--- config.mk ---
export PLATFORM = sky130hd
export DESIGN_NAME = uart_rx_fsm_flat
export DESIGN_NICKNAME = d
export VERILOG_FILES = /design/src/rtl/uart_rx_fsm_pkg.sv /design/src/rtl/uart_rx_fsm_if.sv /design/src/rtl/uart_rx_edge_bit_counter.sv /design/src/rtl/uart_rx_fsm.sv /design/src/flat_wrapper.sv
export SDC_FILE = /design/constraint.sdc
export NUM_CORES = 1
export LEC_CHECK = 0
export CAP_MARGIN = 20
export CORE_MARGIN = 1.5
export CORE_UTILIZATION = 31
export DETAILED_ROUTE_END_ITERATION = 7
export SYNTH_ARGS = -nofsm -noshare
export SYNTH_HDL_FRONTEND = slang
export SYNTH_SLANG_ARGS = --single-unit
--- constraint.sdc ---
create_clock -name clk -period 4.86 [get_ports clk]
set_clock_uncertainty 0.15 [all_clocks]
set_input_delay 0.972 -clock clk [delete_from_list [all_inputs] [get_ports clk]]
set_output_delay 0.972 -clock clk [all_outputs]
set_load 0.02 [all_outputs]
--- src/rtl/uart_rx_fsm_pkg.sv ---
// Shared types and constants for the UART receiver frame sequencer.
package uart_rx_pkg;

    localparam int unsigned DATA_WIDTH_DEF     = 8;
    localparam int unsigned PRESCALE_WIDTH_DEF = 6;

    // Supported oversampling ratios
    localparam int unsigned PRESC_8  = 8;
    localparam int unsigned PRESC_16 = 16;
    localparam int unsigned PRESC_32 = 32;

    typedef enum logic [2:0] {
        IDLE   = 3'd0,
        START  = 3'd1,
        DATA   = 3'd2,
        PARITY = 3'd3,
        STOP   = 3'd4,
        OUTPUT = 3'd5
    } rx_state_e;

endpackage

--- src/rtl/uart_rx_fsm_if.sv ---
// Line/checker inputs and strobe outputs of the frame sequencer.
interface uart_rx_fsm_if #(
    parameter int unsigned PRESCALE_WIDTH = uart_rx_pkg::PRESCALE_WIDTH_DEF
);
    logic                      RX_IN;
    logic [PRESCALE_WIDTH-1:0] prescale;
    logic                      PAR_EN;
    logic                      strt_glitch;
    logic                      par_err;
    logic                      stp_err;
    logic                      data_samp_en;
    logic                      deser_en;
    logic                      strt_chk_en;
    logic                      par_chk_en;
    logic                      stp_chk_en;
    logic                      data_valid;
    logic [PRESCALE_WIDTH-1:0] edge_cnt;

    // Receiver datapath side: drives line and checker results
    modport master (
        output RX_IN, prescale, PAR_EN, strt_glitch, par_err, stp_err,
        input  data_samp_en, deser_en, strt_chk_en, par_chk_en, stp_chk_en,
               data_valid, edge_cnt
    );

    // Sequencer side
    modport slave (
        input  RX_IN, prescale, PAR_EN, strt_glitch, par_err, stp_err,
        output data_samp_en, deser_en, strt_chk_en, par_chk_en, stp_chk_en,
               data_valid, edge_cnt
    );
endinterface

--- src/rtl/uart_rx_edge_bit_counter.sv ---
// Oversampling edge counter and data-bit counter; edge wraps at presc_i-1.
module uart_rx_edge_bit_counter #(
    parameter int unsigned PRESCALE_WIDTH = 6,
    parameter int unsigned BIT_CNT_WIDTH  = 4
) (
    input  logic                      clk,
    input  logic                      rst,
    input  logic                      start_i,
    input  logic                      clr_i,
    input  logic                      en_i,
    input  logic                      bit_en_i,
    input  logic [PRESCALE_WIDTH-1:0] presc_i,
    output logic [PRESCALE_WIDTH-1:0] edge_cnt_o,
    output logic [BIT_CNT_WIDTH-1:0]  bit_cnt_o,
    output logic                      last_edge_o
);

    logic [PRESCALE_WIDTH-1:0] edge_cnt_q, edge_cnt_d;
    logic [BIT_CNT_WIDTH-1:0]  bit_cnt_q, bit_cnt_d;
    logic                      last_edge;

    assign last_edge = (edge_cnt_q == (presc_i - PRESCALE_WIDTH'(1)));

    // Next counter values: start loads edge 1 (detection cycle already counted)
    always_comb begin
        edge_cnt_d = edge_cnt_q;
        bit_cnt_d  = bit_cnt_q;
        if (start_i) begin
            edge_cnt_d = PRESCALE_WIDTH'(1);
            bit_cnt_d  = '0;
        end else if (clr_i) begin
            edge_cnt_d = '0;
            bit_cnt_d  = '0;
        end else if (en_i) begin
            if (last_edge) begin
                edge_cnt_d = '0;
                if (bit_en_i) begin
                    bit_cnt_d = bit_cnt_q + BIT_CNT_WIDTH'(1);
                end
            end else begin
                edge_cnt_d = edge_cnt_q + PRESCALE_WIDTH'(1);
            end
        end
    end

    // Counter registers
    always_ff @(posedge clk or negedge rst) begin
        if (!rst) begin
            edge_cnt_q <= '0;
            bit_cnt_q  <= '0;
        end else begin
            edge_cnt_q <= edge_cnt_d;
            bit_cnt_q  <= bit_cnt_d;
        end
    end

    assign edge_cnt_o  = edge_cnt_q;
    assign bit_cnt_o   = bit_cnt_q;
    assign last_edge_o = last_edge;

endmodule

--- src/rtl/uart_rx_fsm.sv ---
// UART receiver frame sequencer: start detect, bit timing, check strobes.
module uart_rx_fsm
    import uart_rx_pkg::*;
#(
    parameter int unsigned DATA_WIDTH     = DATA_WIDTH_DEF,
    parameter int unsigned PRESCALE_WIDTH = PRESCALE_WIDTH_DEF
) (
    input logic          clk,
    input logic          rst,
    uart_rx_fsm_if.slave bus
);

    localparam int unsigned BIT_CNT_WIDTH = $clog2(DATA_WIDTH + 1);

    rx_state_e                 state_q, state_d;
    logic [PRESCALE_WIDTH-1:0] presc_q, presc_d;
    logic [PRESCALE_WIDTH-1:0] edge_cnt;
    logic [BIT_CNT_WIDTH-1:0]  bit_cnt;
    logic                      last_edge;
    logic                      cnt_start, cnt_clr, cnt_en, bit_en;
    logic                      samp_en, deser, strt_chk, par_chk, stp_chk, dvalid;

    uart_rx_edge_bit_counter #(
        .PRESCALE_WIDTH (PRESCALE_WIDTH),
        .BIT_CNT_WIDTH  (BIT_CNT_WIDTH)
    ) u_cnt (
        .clk         (clk),
        .rst         (rst),
        .start_i     (cnt_start),
        .clr_i       (cnt_clr),
        .en_i        (cnt_en),
        .bit_en_i    (bit_en),
        .presc_i     (presc_q),
        .edge_cnt_o  (edge_cnt),
        .bit_cnt_o   (bit_cnt),
        .last_edge_o (last_edge)
    );

    assign bit_en = (state_q == DATA);

    // Next state, counter control and strobe decode from registered state
    always_comb begin
        state_d   = state_q;
        presc_d   = presc_q;
        cnt_start = 1'b0;
        cnt_clr   = 1'b0;
        cnt_en    = 1'b0;
        samp_en   = 1'b0;
        deser     = 1'b0;
        strt_chk  = 1'b0;
        par_chk   = 1'b0;
        stp_chk   = 1'b0;
        dvalid    = 1'b0;
        case (state_q)
            IDLE: begin
                if (!bus.RX_IN) begin
                    state_d   = START;
                    cnt_start = 1'b1;
                    presc_d   = bus.prescale;
                end else begin
                    cnt_clr = 1'b1;
                end
            end
            START: begin
                samp_en = 1'b1;
                cnt_en  = 1'b1;
                if (last_edge) begin
                    strt_chk = 1'b1;
                    state_d  = bus.strt_glitch ? IDLE : DATA;
                end
            end
            DATA: begin
                samp_en = 1'b1;
                cnt_en  = 1'b1;
                if (last_edge) begin
                    deser = 1'b1;
                    if (bit_cnt == BIT_CNT_WIDTH'(DATA_WIDTH - 1)) begin
                        state_d = bus.PAR_EN ? PARITY : STOP;
                    end
                end
            end
            PARITY: begin
                samp_en = 1'b1;
                cnt_en  = 1'b1;
                if (last_edge) begin
                    par_chk = 1'b1;
                    state_d = bus.par_err ? IDLE : STOP;
                end
            end
            STOP: begin
                samp_en = 1'b1;
                cnt_en  = 1'b1;
                if (last_edge) begin
                    stp_chk = 1'b1;
                    state_d = bus.stp_err ? IDLE : OUTPUT;
                end
            end
            OUTPUT: begin
                dvalid = 1'b1;
                // A low line here is the start of a back-to-back frame;
                // the prescale latched for the previous frame is kept.
                if (!bus.RX_IN) begin
                    state_d   = START;
                    cnt_start = 1'b1;
                end else begin
                    state_d = IDLE;
                    cnt_clr = 1'b1;
                end
            end
            default: begin
                state_d = IDLE;
                cnt_clr = 1'b1;
            end
        endcase
    end

    // State and latched prescale registers
    always_ff @(posedge clk or negedge rst) begin
        if (!rst) begin
            state_q <= IDLE;
            presc_q <= PRESCALE_WIDTH'(PRESC_8);
        end else begin
            state_q <= state_d;
            presc_q <= presc_d;
        end
    end

    assign bus.data_samp_en = samp_en;
    assign bus.deser_en     = deser;
    assign bus.strt_chk_en  = strt_chk;
    assign bus.par_chk_en   = par_chk;
    assign bus.stp_chk_en   = stp_chk;
    assign bus.data_valid   = dvalid;
    assign bus.edge_cnt     = edge_cnt;

endmodule

--- src/flat_wrapper.sv ---
// flat-port wrapper written by rule: the top's interface ports become plain ports
module uart_rx_fsm_flat import uart_rx_pkg::*;
#(
    parameter int unsigned DATA_WIDTH     = DATA_WIDTH_DEF,
    parameter int unsigned PRESCALE_WIDTH = PRESCALE_WIDTH_DEF
)
  (clk, rst, bus_RX_IN, bus_prescale, bus_PAR_EN, bus_strt_glitch, bus_par_err, bus_stp_err, bus_data_samp_en, bus_deser_en, bus_strt_chk_en, bus_par_chk_en, bus_stp_chk_en, bus_data_valid, bus_edge_cnt);
  uart_rx_fsm_if #(.PRESCALE_WIDTH(PRESCALE_WIDTH)) bus_i ();
  input logic clk;
  input logic rst;
  input wire logic [$bits(bus_i.RX_IN)-1:0] bus_RX_IN;
  input wire logic [$bits(bus_i.prescale)-1:0] bus_prescale;
  input wire logic [$bits(bus_i.PAR_EN)-1:0] bus_PAR_EN;
  input wire logic [$bits(bus_i.strt_glitch)-1:0] bus_strt_glitch;
  input wire logic [$bits(bus_i.par_err)-1:0] bus_par_err;
  input wire logic [$bits(bus_i.stp_err)-1:0] bus_stp_err;
  output wire logic [$bits(bus_i.data_samp_en)-1:0] bus_data_samp_en;
  output wire logic [$bits(bus_i.deser_en)-1:0] bus_deser_en;
  output wire logic [$bits(bus_i.strt_chk_en)-1:0] bus_strt_chk_en;
  output wire logic [$bits(bus_i.par_chk_en)-1:0] bus_par_chk_en;
  output wire logic [$bits(bus_i.stp_chk_en)-1:0] bus_stp_chk_en;
  output wire logic [$bits(bus_i.data_valid)-1:0] bus_data_valid;
  output wire logic [$bits(bus_i.edge_cnt)-1:0] bus_edge_cnt;
  assign bus_i.RX_IN = bus_RX_IN;
  assign bus_i.prescale = bus_prescale;
  assign bus_i.PAR_EN = bus_PAR_EN;
  assign bus_i.strt_glitch = bus_strt_glitch;
  assign bus_i.par_err = bus_par_err;
  assign bus_i.stp_err = bus_stp_err;
  assign bus_data_samp_en = bus_i.data_samp_en;
  assign bus_deser_en = bus_i.deser_en;
  assign bus_strt_chk_en = bus_i.strt_chk_en;
  assign bus_par_chk_en = bus_i.par_chk_en;
  assign bus_stp_chk_en = bus_i.stp_chk_en;
  assign bus_data_valid = bus_i.data_valid;
  assign bus_edge_cnt = bus_i.edge_cnt;
  uart_rx_fsm #(.DATA_WIDTH(DATA_WIDTH), .PRESCALE_WIDTH(PRESCALE_WIDTH)) u_core (.clk(clk), .rst(rst), .bus(bus_i));
endmodule
==> flow_summary.ini, run 1 <==
[final_layout]
finalInstanceArea_um2 = 1530
nFillCells = 373
antenna_cells = 0
drive_gt1_share_pct = 11.6
area.growth.synth_to_final_pct = 26.5
nets = 172

[floorplan]
start_util_pct = 32.7
rows = 22
die_width_um = 65.4
die_h_um = 65.4
io_pins = 25
core_area_um2 = 3690
fp.dieArea_um2 = 4280

[logic_synthesis]
synth_sequential_area_ratio_pct = 39.5
synthTopCellsByArea = dfrtp_1 (37%), xnor2_1 (6.5%), nand2_1 (4.7%), nor2_1 (4.4%), nand3_1 (3.7%)
yosys.area.top_type = dfrtp_1
synth_edf_count = 0
yosys.cell_types.count = 40
synth_top_area_share_pct = 37.3
netlist_area_um2 = 1210
yosys.cell_count.top_type = dfrtp_1
synthTopCellsByCount = dfrtp_1 (18), nand2_1 (15), nor2_1 (14)
yosysWarningCount = 0
synth_flop_cell = dfrtp_1
synth-async-reset-ratio_pct = 100
syn_area_per_cell_um2 = 9.15
synth_cells = 132
synth_nets = 148
ys_ff_latch = 19

[clock_tree]
clkLatencyLatePin_ns = 0.26
hold_buffers = 0
cts_made_buffers = 3
ctsRootBufferMaster = clkbuf_8
htree_levels = 1
cts_setup_buffers = 0
cts.repair.resized = 0
cts.path.max_buffers = 2
clk_pin_slew_ns = 0.08
cts_tree = built
cts_sinks = 19

[sta]
min_period_over_period_pct = 83.7
relSlewSlack_pct = 34.1
fmax_mhz = 246
slew_viol_final = 0
rsz0062_at_grt = no
setup_viol = 0
worst_pin_slew_ns = 0.981
setup_slack_ns = 0.793
setup_tns_ns = 0
fin_crit_ns = 4.07
hold_viol = 0

[run]
max_cap_violations = 0

[pwr]
switchingPower_uw = 336
peakVddDrop_mv = 0.179
switching_share_pct = 42.9
power.share.sequential_pct = 36.6
internal-power_uw = 448
power.combinational.fraction_pct = 48.9
power_density_nw_per_um2 = 513
p_clk_share_pct = 14.4
p_leak_uw = 0.000640

[worst_setup_path]
cp-endpoint = bus_deser_en
regToRegEndpoint = u_core.u_cnt.edge_cnt_o[0]
path_class = flip-flop to output port
ff2ff_path_depth = 6
rr_startpoint = u_core.presc_q[0]
crit_required_ns = 3.74
cp_top_family = simple AND/OR/NAND/NOR gates
cpPeakStageDelay_ns = 0.65
slowest_stage = clkdlybuf4s50_1
crit_path_max_fanout = 12
crit_start = u_core.presc_q[0]
critPathBufInv = 2
cp_cell_sequence = inv_1 -> ha_1 -> xnor2_1 -> a2111oi_2 -> nand3_1 -> nor3_2 -> clkdlybuf4s50_1
end_kind = output port
rrSetupSlack_ns = 2.43
start_kind = flip-flop
crit_arrival_ns = 2.95
worst-path-stages = 7

[placement]
dp_worst_setup_slack_ns = 1.05
place_hpwl_um = 2170
gp_congestion = 0.926
port_buffers = 24
place_area_um2 = 1480

[grt]
grt-ovfl-total = 0
grt_pass1_wl_um = 4950
grt_max_degree = 20
antenna_found_initial = 0
first_global_vias = 1064
grt_usage_pct = 14.8

[drt]
drc = 0
dr.pass1.iters = 4
routedWlPerCell_um = 14.3
dr.first_iter.drc_count = 27
drt_wl_total_um = 2910
ant_nets = 0
vias = 1050
viasPerCell = 5.17

[outcome]
outcome = finished clean

[hold_path]
min_path_cells = 1
hp-class = flip-flop to flip-flop
[sequential cells by signal (all words and copies together) (netlist names)]
signal	flops
u_core.presc_q	6
u_core.u_cnt.edge_cnt_o	6
u_core.u_cnt.bit_cnt_o	4
u_core.state_q	3
[how the worst min path moves through the flow]
stage | start | slack, ns | end
floorplan | u_core.presc_q[5] | 0.35 | u_core.presc_q[5]
detailed placement | u_core.presc_q[5] | 0.38 | u_core.presc_q[5]
finish | u_core.presc_q[5] | 0.39 | u_core.presc_q[5]
global route | u_core.presc_q[5] | 0.42 | u_core.presc_q[5]
CTS | u_core.presc_q[5] | 0.39 | u_core.presc_q[5]
global placement | u_core.presc_q[5] | 0.36 | u_core.presc_q[5]
[layout make-up]
cell class / instances / area (um^2) / area share, %
Clock buffer: 3 / 41.3 / 2.70
Sequential cell: 19 / 477 / 31.2
Tap cell: 48 / 60.1 / 3.93
Multi-Input combinational cell: 103 / 686 / 44.9
Inverter: 5 / 18.8 / 1.23
Timing Repair Buffer: 24 / 240 / 15.7
Clock inverter: 1 / 5.00 / 0.328
[placed cells by master (no fill, tap or decap), types with 2 or more instances in the layout]
| cell type | synthesis | routed |
|---|---|---|
| inv_1 | 4 | 4 |
| ha_1 | 3 | 3 |
| clkdlybuf4s50_1 | 0 | 24 |
| and3_1 | 2 | 2 |
| a21oi_1 | 5 | 5 |
| nor3_2 | 2 | 2 |
| mux2_2 | 4 | 4 |
| xnor2_1 | 9 | 9 |
| nand2_1 | 15 | 15 |
| or3_1 | 2 | 2 |
| nor2b_1 | 4 | 4 |
| o21ai_0 | 7 | 7 |
| clkbuf_8 | 0 | 3 |
| xor2_1 | 3 | 3 |
| nand3_1 | 9 | 9 |
| nor2_1 | 14 | 14 |
| dfrtp_1 | 18 | 18 |
| nor3_1 | 4 | 4 |
[cells by family (layout without fill, tap and decap cells)]
family | count (synthesis) | after routing | share of synthesized area [%]
AND/OR/NAND/NOR | 59 | 59 | 25.4
AO/OA/AOI/OAI | 23 | 23 | 14.1
flip-flops | 19 | 19 | 39.5
XOR/XNOR | 12 | 12 | 8.71
buffers and inverters | 10 | 33 | 3.73
multiplexers | 6 | 6 | 5.49
adder cells (fa/ha/maj) | 3 | 3 | 3.11
[per-stage QoR]
stage | util, % | hold WS [ns] | cells | total power [uW]
floorplan | - | 0.352 | 132 | 558
global placement | 40.2 | 0.363 | 199 | 658
detailed placement | 40.2 | 0.377 | 199 | 672
CTS | 41.4 | 0.394 | 203 | 789
global route | 41.4 | 0.416 | 203 | 841
finish | 41.4 | 0.391 | 203 | 783
[power by group through the flow]
stage          logic, uW  registers, uW  clock network, uW
2_1_floorplan        297            261                  0
3_3_place_gp         371            287                  0
3_5_place_dp         383            289                  0
4_1_cts              386            286                116
5_1_grt              422            297                123
6_report             383            287                113
[worst register-to-register path, cell delays in order (launching register included)]
cell	delay [ns]
dfrtp_1	0.42
inv_1	0.08
ha_1	0.31
xnor2_1	0.14
a2111oi_2	0.29
nand3_1	0.49
a32o_1	0.43
[per-layer routing]
layer  GRT usage, %  vias to the layer above  routed length, um
met5              0                        -                  0
li1               -                      511                  -
met2           25.6                       28               1470
met4           4.95                        0                 40
met3           3.77                        4                138
met1           17.9                      507               1260
Power figures use the tool's default switching activity.
==> run 2: changes to the inputs <==
==> constraint.sdc (replaced) <==
create_clock -name clk -period 4.2 [get_ports clk]
set_clock_uncertainty 0.15 [all_clocks]
set_input_delay 0.84 -clock clk [delete_from_list [all_inputs] [get_ports clk]]
set_output_delay 0.84 -clock clk [all_outputs]
set_load 0.02 [all_outputs]
==> run 2 against run 1 <==
  * Routed wire length increased by 2.1%
  * Via count increased by 1.8%
  * Sequential share of layout area decreased by 0.13 points
  * Utilization increased by 0.17 points
  * Total power increased by 16%
  * Critical endpoint unchanged
  * Sequential power increased by 16%
  * Non-clock buffer count increased by 1
  * Hold slack improved by 0.0070 ns
  * Flip-flop and latch count unchanged
  * Clock power increased by 14%
  * Critical path depth unchanged
==> flow_summary.ini, run 2 (synthesis gave the netlist of run 1 again) <==
[grt]
grt_pass1_wl_um = 4950
grt_max_degree = 20
first_global_vias = 1083
grt_usage_pct = 15.1
antenna_found_initial = 0
grt-ovfl-total = 0

[floorplan]
fp.dieArea_um2 = 4280
rows = 22
start_util_pct = 32.7
die_h_um = 65.4
die_width_um = 65.4
io_pins = 25
core_area_um2 = 3690

[final_layout]
final_common_cell = clkdlybuf4s50_1
final_cell_mix = clkdlybuf4s50_1 (24), dfrtp_1 (18), nand2_1 (15)
fin_util_pct = 41.6
area.growth.synth_to_final_pct = 27.0
drive_gt1_share_pct = 11.5
nFillCells = 376
multi_input_area_um2 = 686
antenna_cells = 0
seq_area_um2 = 477
final_cells = 204
nets = 173

[sta]
slew_viol_final = 0
rsz0062_at_grt = no
setup_viol = 0
fin_crit_ns = 3.94
worst_pin_slew_ns = 0.875
min_period_over_period_pct = 93.8
hold_viol = 0
fmax_mhz = 254
setup_tns_ns = 0
relSlewSlack_pct = 41.5

[pwr]
peakVddDrop_mv = 0.226
internal-power_uw = 522
power.combinational.fraction_pct = 49.2
switchingPower_uw = 389
power_density_nw_per_um2 = 594
total_power_uw = 911
power.share.sequential_pct = 36.6
switching_share_pct = 42.7
p_clk_share_pct = 14.1
p_leak_uw = 0.000642

[drt]
routedWlPerCell_um = 14.5
dr.pass1.iters = 4
viasPerCell = 5.24
ant_nets = 0
dr.first_iter.drc_count = 57
vias = 1069
drt_wl_total_um = 2970
drc = 0

[clock_tree]
cts_tree = built
hold_buffers = 0
clkLatencyLatePin_ns = 0.25
cts.path.max_buffers = 2
ctsRootBufferMaster = clkbuf_8
cts_made_buffers = 3
htree_levels = 1
clk_pin_slew_ns = 0.07
cts_setup_buffers = 0
cts.repair.resized = 0
cts_sinks = 19

[worst_setup_path]
rrSetupSlack_ns = 1.78
path_class = flip-flop to output port
crit_required_ns = 3.21
crit_path_max_fanout = 12
start_kind = flip-flop
end_kind = output port
ff2ff_path_depth = 6
crit_arrival_ns = 2.95

[run]
max_cap_violations = 0

[placement]
port_buffers = 24
dp_cells = 200
gp_congestion = 0.920
place_hpwl_um = 2250

[hold_path]
min_path_cells = 1
hp-class = flip-flop to flip-flop

[outcome]
outcome = finished clean
-- run 2: worst max-delay path, stage by stage (launching register included) --
cell and delay (ns):
dfrtp_1 0.42, inv_1 0.08, ha_1 0.31, xnor2_1 0.14
a2111oi_2 0.28, nand3_1 0.49, nor3_2 0.31, clkdlybuf4s50_1 0.65
-- run 2: power groups by stage --
stage | clock network (uW) | logic (uW) | registers [uW]
2_1_floorplan | 0 | 344 | 302
3_3_place_gp | 0 | 432 | 332
3_5_place_dp | 0 | 449 | 335
4_1_cts | 135 | 453 | 332
5_1_grt | 144 | 488 | 343
6_report | 129 | 449 | 334
-- run 2: final cells by class --
class,instances,share of cell area (%)
inverter,5,1.22
clock buffer,4,2.94
timing repair buffer,25,16.2
multi-input combinational,103,44.7
sequential,19,31.1
tap,48,3.92
-- run 2: stage by stage --
stage	setup WS [ns]	cell area [um^2]	hold WS [ns]
after floorplan	1.23	1210	0.352
final	0.262	1530	0.398
after global placement	0.677	1490	0.363
after global routing	0.0825	1530	0.424
after detailed placement	0.553	1490	0.377
after CTS	0.251	1530	0.394
-- run 2: routing by layer --
layer | up-vias | wire length [um] | GRT usage (%)
li1 | 519 | - | -
met3 | 8 | 147 | 4.62
met2 | 26 | 1490 | 27.6
met4 | 0 | 62 | 5.99
met1 | 516 | 1270 | 16.2
met5 | - | 0 | 0
-- run 2: path summary, 6_finish.rpt --
| kind | startpoint | endpoint |
|---|---|---|
| setup / recovery | u_core.presc_q[0] | bus_deser_en |
| hold / removal | u_core.presc_q[5] | u_core.presc_q[5] |
| setup reg to reg | u_core.presc_q[0] | u_core.u_cnt.edge_cnt_o[0] |
| hold reg to reg | u_core.presc_q[5] | u_core.presc_q[5] |
| max in group asynchronous | rst | u_core.u_cnt.bit_cnt_o[2] |
| min in group asynchronous | rst | u_core.presc_q[0] |
==> run 3: changes to the inputs <==
==> constraint.sdc (replaced) <==
create_clock -name clk -period 3.8 [get_ports clk]
set_clock_uncertainty 0.15 [all_clocks]
set_input_delay 0.76 -clock clk [delete_from_list [all_inputs] [get_ports clk]]
set_output_delay 0.76 -clock clk [all_outputs]
set_load 0.02 [all_outputs]
==> run 3 against run 2 <==
  * Sequential share of layout area decreased by 0.33 points
  * Global-route usage down 0.11 points
  * Combinational power is 18% higher
  * Non-clock buffer count is 2 higher
  * Flip-flop and latch count unchanged
  * Critical path type unchanged
  * Critical endpoint unchanged
  * Largest cell class unchanged
==> flow_summary.ini, run 3 (synthesis gave the netlist of run 1 again) <==
[drt]
drt_wl_total_um = 2840
viasPerCell = 5.16
routedWlPerCell_um = 13.8
drc = 0
vias = 1063
dr.pass1.iters = 4
dr.first_iter.drc_count = 39
ant_nets = 0

[grt]
grt_pass1_wl_um = 4920
antenna_found_initial = 0
first_global_vias = 1071
grt_usage_pct = 15.0
grt-ovfl-total = 0
grt_max_degree = 20

[pwr]
p_leak_uw = 0.000654
peakVddDrop_mv = 0.325
power_density_nw_per_um2 = 655

[worst_setup_path]
start_kind = flip-flop
crit_path_max_fanout = 12
path_class = flip-flop to output port
end_kind = output port
crit_required_ns = 2.89
crit_arrival_ns = 2.63

[clock_tree]
clkLatencyLatePin_ns = 0.25
cts_setup_buffers = 0
ctsRootBufferMaster = clkbuf_8
htree_levels = 1
clk_pin_slew_ns = 0.07
hold_buffers = 0
cts.path.max_buffers = 2
cts_tree = built
cts_sinks = 19
cts_made_buffers = 3
cts.repair.resized = 0

[hold_path]
hp-class = flip-flop to flip-flop

[floorplan]
io_pins = 25
die_h_um = 65.4
rows = 22
core_area_um2 = 3690
start_util_pct = 32.7
die_width_um = 65.4
fp.dieArea_um2 = 4280

[final_layout]
nets = 175
final_cell_mix = clkdlybuf4s50_1 (24), dfrtp_1 (18), nand2_1 (15)
antenna_cells = 0
drive_gt1_share_pct = 13.3
nFillCells = 386
area.growth.synth_to_final_pct = 28.4
fin_util_pct = 42.0
final_common_cell = clkdlybuf4s50_1

[sta]
min_period_over_period_pct = 93.1
hold_viol = 0
setup_viol = 0
fmax_mhz = 283
rsz0062_at_grt = no
relSlewSlack_pct = 41.1
setup_tns_ns = 0
worst_pin_slew_ns = 0.880
fin_crit_ns = 3.54
slew_viol_final = 0

[run]
max_cap_violations = 0

[outcome]
outcome = finished clean

[placement]
place_hpwl_um = 2190
port_buffers = 24
gp_congestion = 0.943
## run 3: changes by cell type in the layout (fill, tap and decap cells not counted)
cell      change
clkinv_2      +1
buf_4         +2
clkbuf_1      -1
## run 3: stage by stage
step                power [uW]  area (um^2)  setup WS [ns]  std cells  hold slack (ns)
global placement           859         1500          0.614        202            0.365
global route              1090         1550         0.0910        206            0.420
detailed placement         874         1500          0.557        202            0.372
finish                    1010         1550          0.263        206            0.389
CTS                       1020         1550          0.268        206            0.389
floorplan                  714         1210          0.905        132            0.314
## run 3: final timing paths
path                                   start                end  slack, ns  cells past startpoint
setup / recovery           u_core.presc_q[0]       bus_deser_en       0.26                      9
hold / removal             u_core.presc_q[5]  u_core.presc_q[5]       0.39                      1
setup reg to reg           u_core.presc_q[0]  u_core.state_q[2]       1.55                      8
hold reg to reg            u_core.presc_q[5]  u_core.presc_q[5]       0.39                      1
max in group asynchronous                rst  u_core.state_q[1]       2.11                      1
min in group asynchronous                rst  u_core.presc_q[1]       0.85                      1
## run 3: layout make-up
type                    instances  area [um^2]  area share [%]
multi-input cells             103          686            44.2
flip-flops and latches         19          477            30.8
repair buffers                 27          263            16.9
well taps                      48         60.1            3.87
clock buffers                   3         41.3            2.66
inverters                       5         18.8            1.21
clock inverters                 1         5.00           0.323
## run 3: worst max-delay path, stage by stage (launching register included)
cell and delay, ns:
dfrtp_1 0.42, inv_1 0.08, ha_1 0.23, nor2b_1 0.15, or3_1 0.30, nand3_1 0.11, nand3_1 0.08, buf_4 0.20
nor3_2 0.16, clkdlybuf4s50_1 0.64
## run 3: power by group
group | total [uW] | switching, uW | leakage [uW] | internal, uW
clock network | 142 | 68.8 | 0.0000255 | 72.8
registers | 343 | 78.3 | 0.000245 | 265
logic | 530 | 282 | 0.000383 | 249
total | 1010 | 429 | 0.000654 | 586
## run 3: routing by layer
layer	share of wire, %	global-route usage, %	vias up	routed length (um)
met5	0	0	-	0
met4	1.6	6.25	0	46
met3	3.2	2.05	6	92
met2	50	26.1	22	1410
met1	45	18.6	520	1290
li1	-	-	515	-
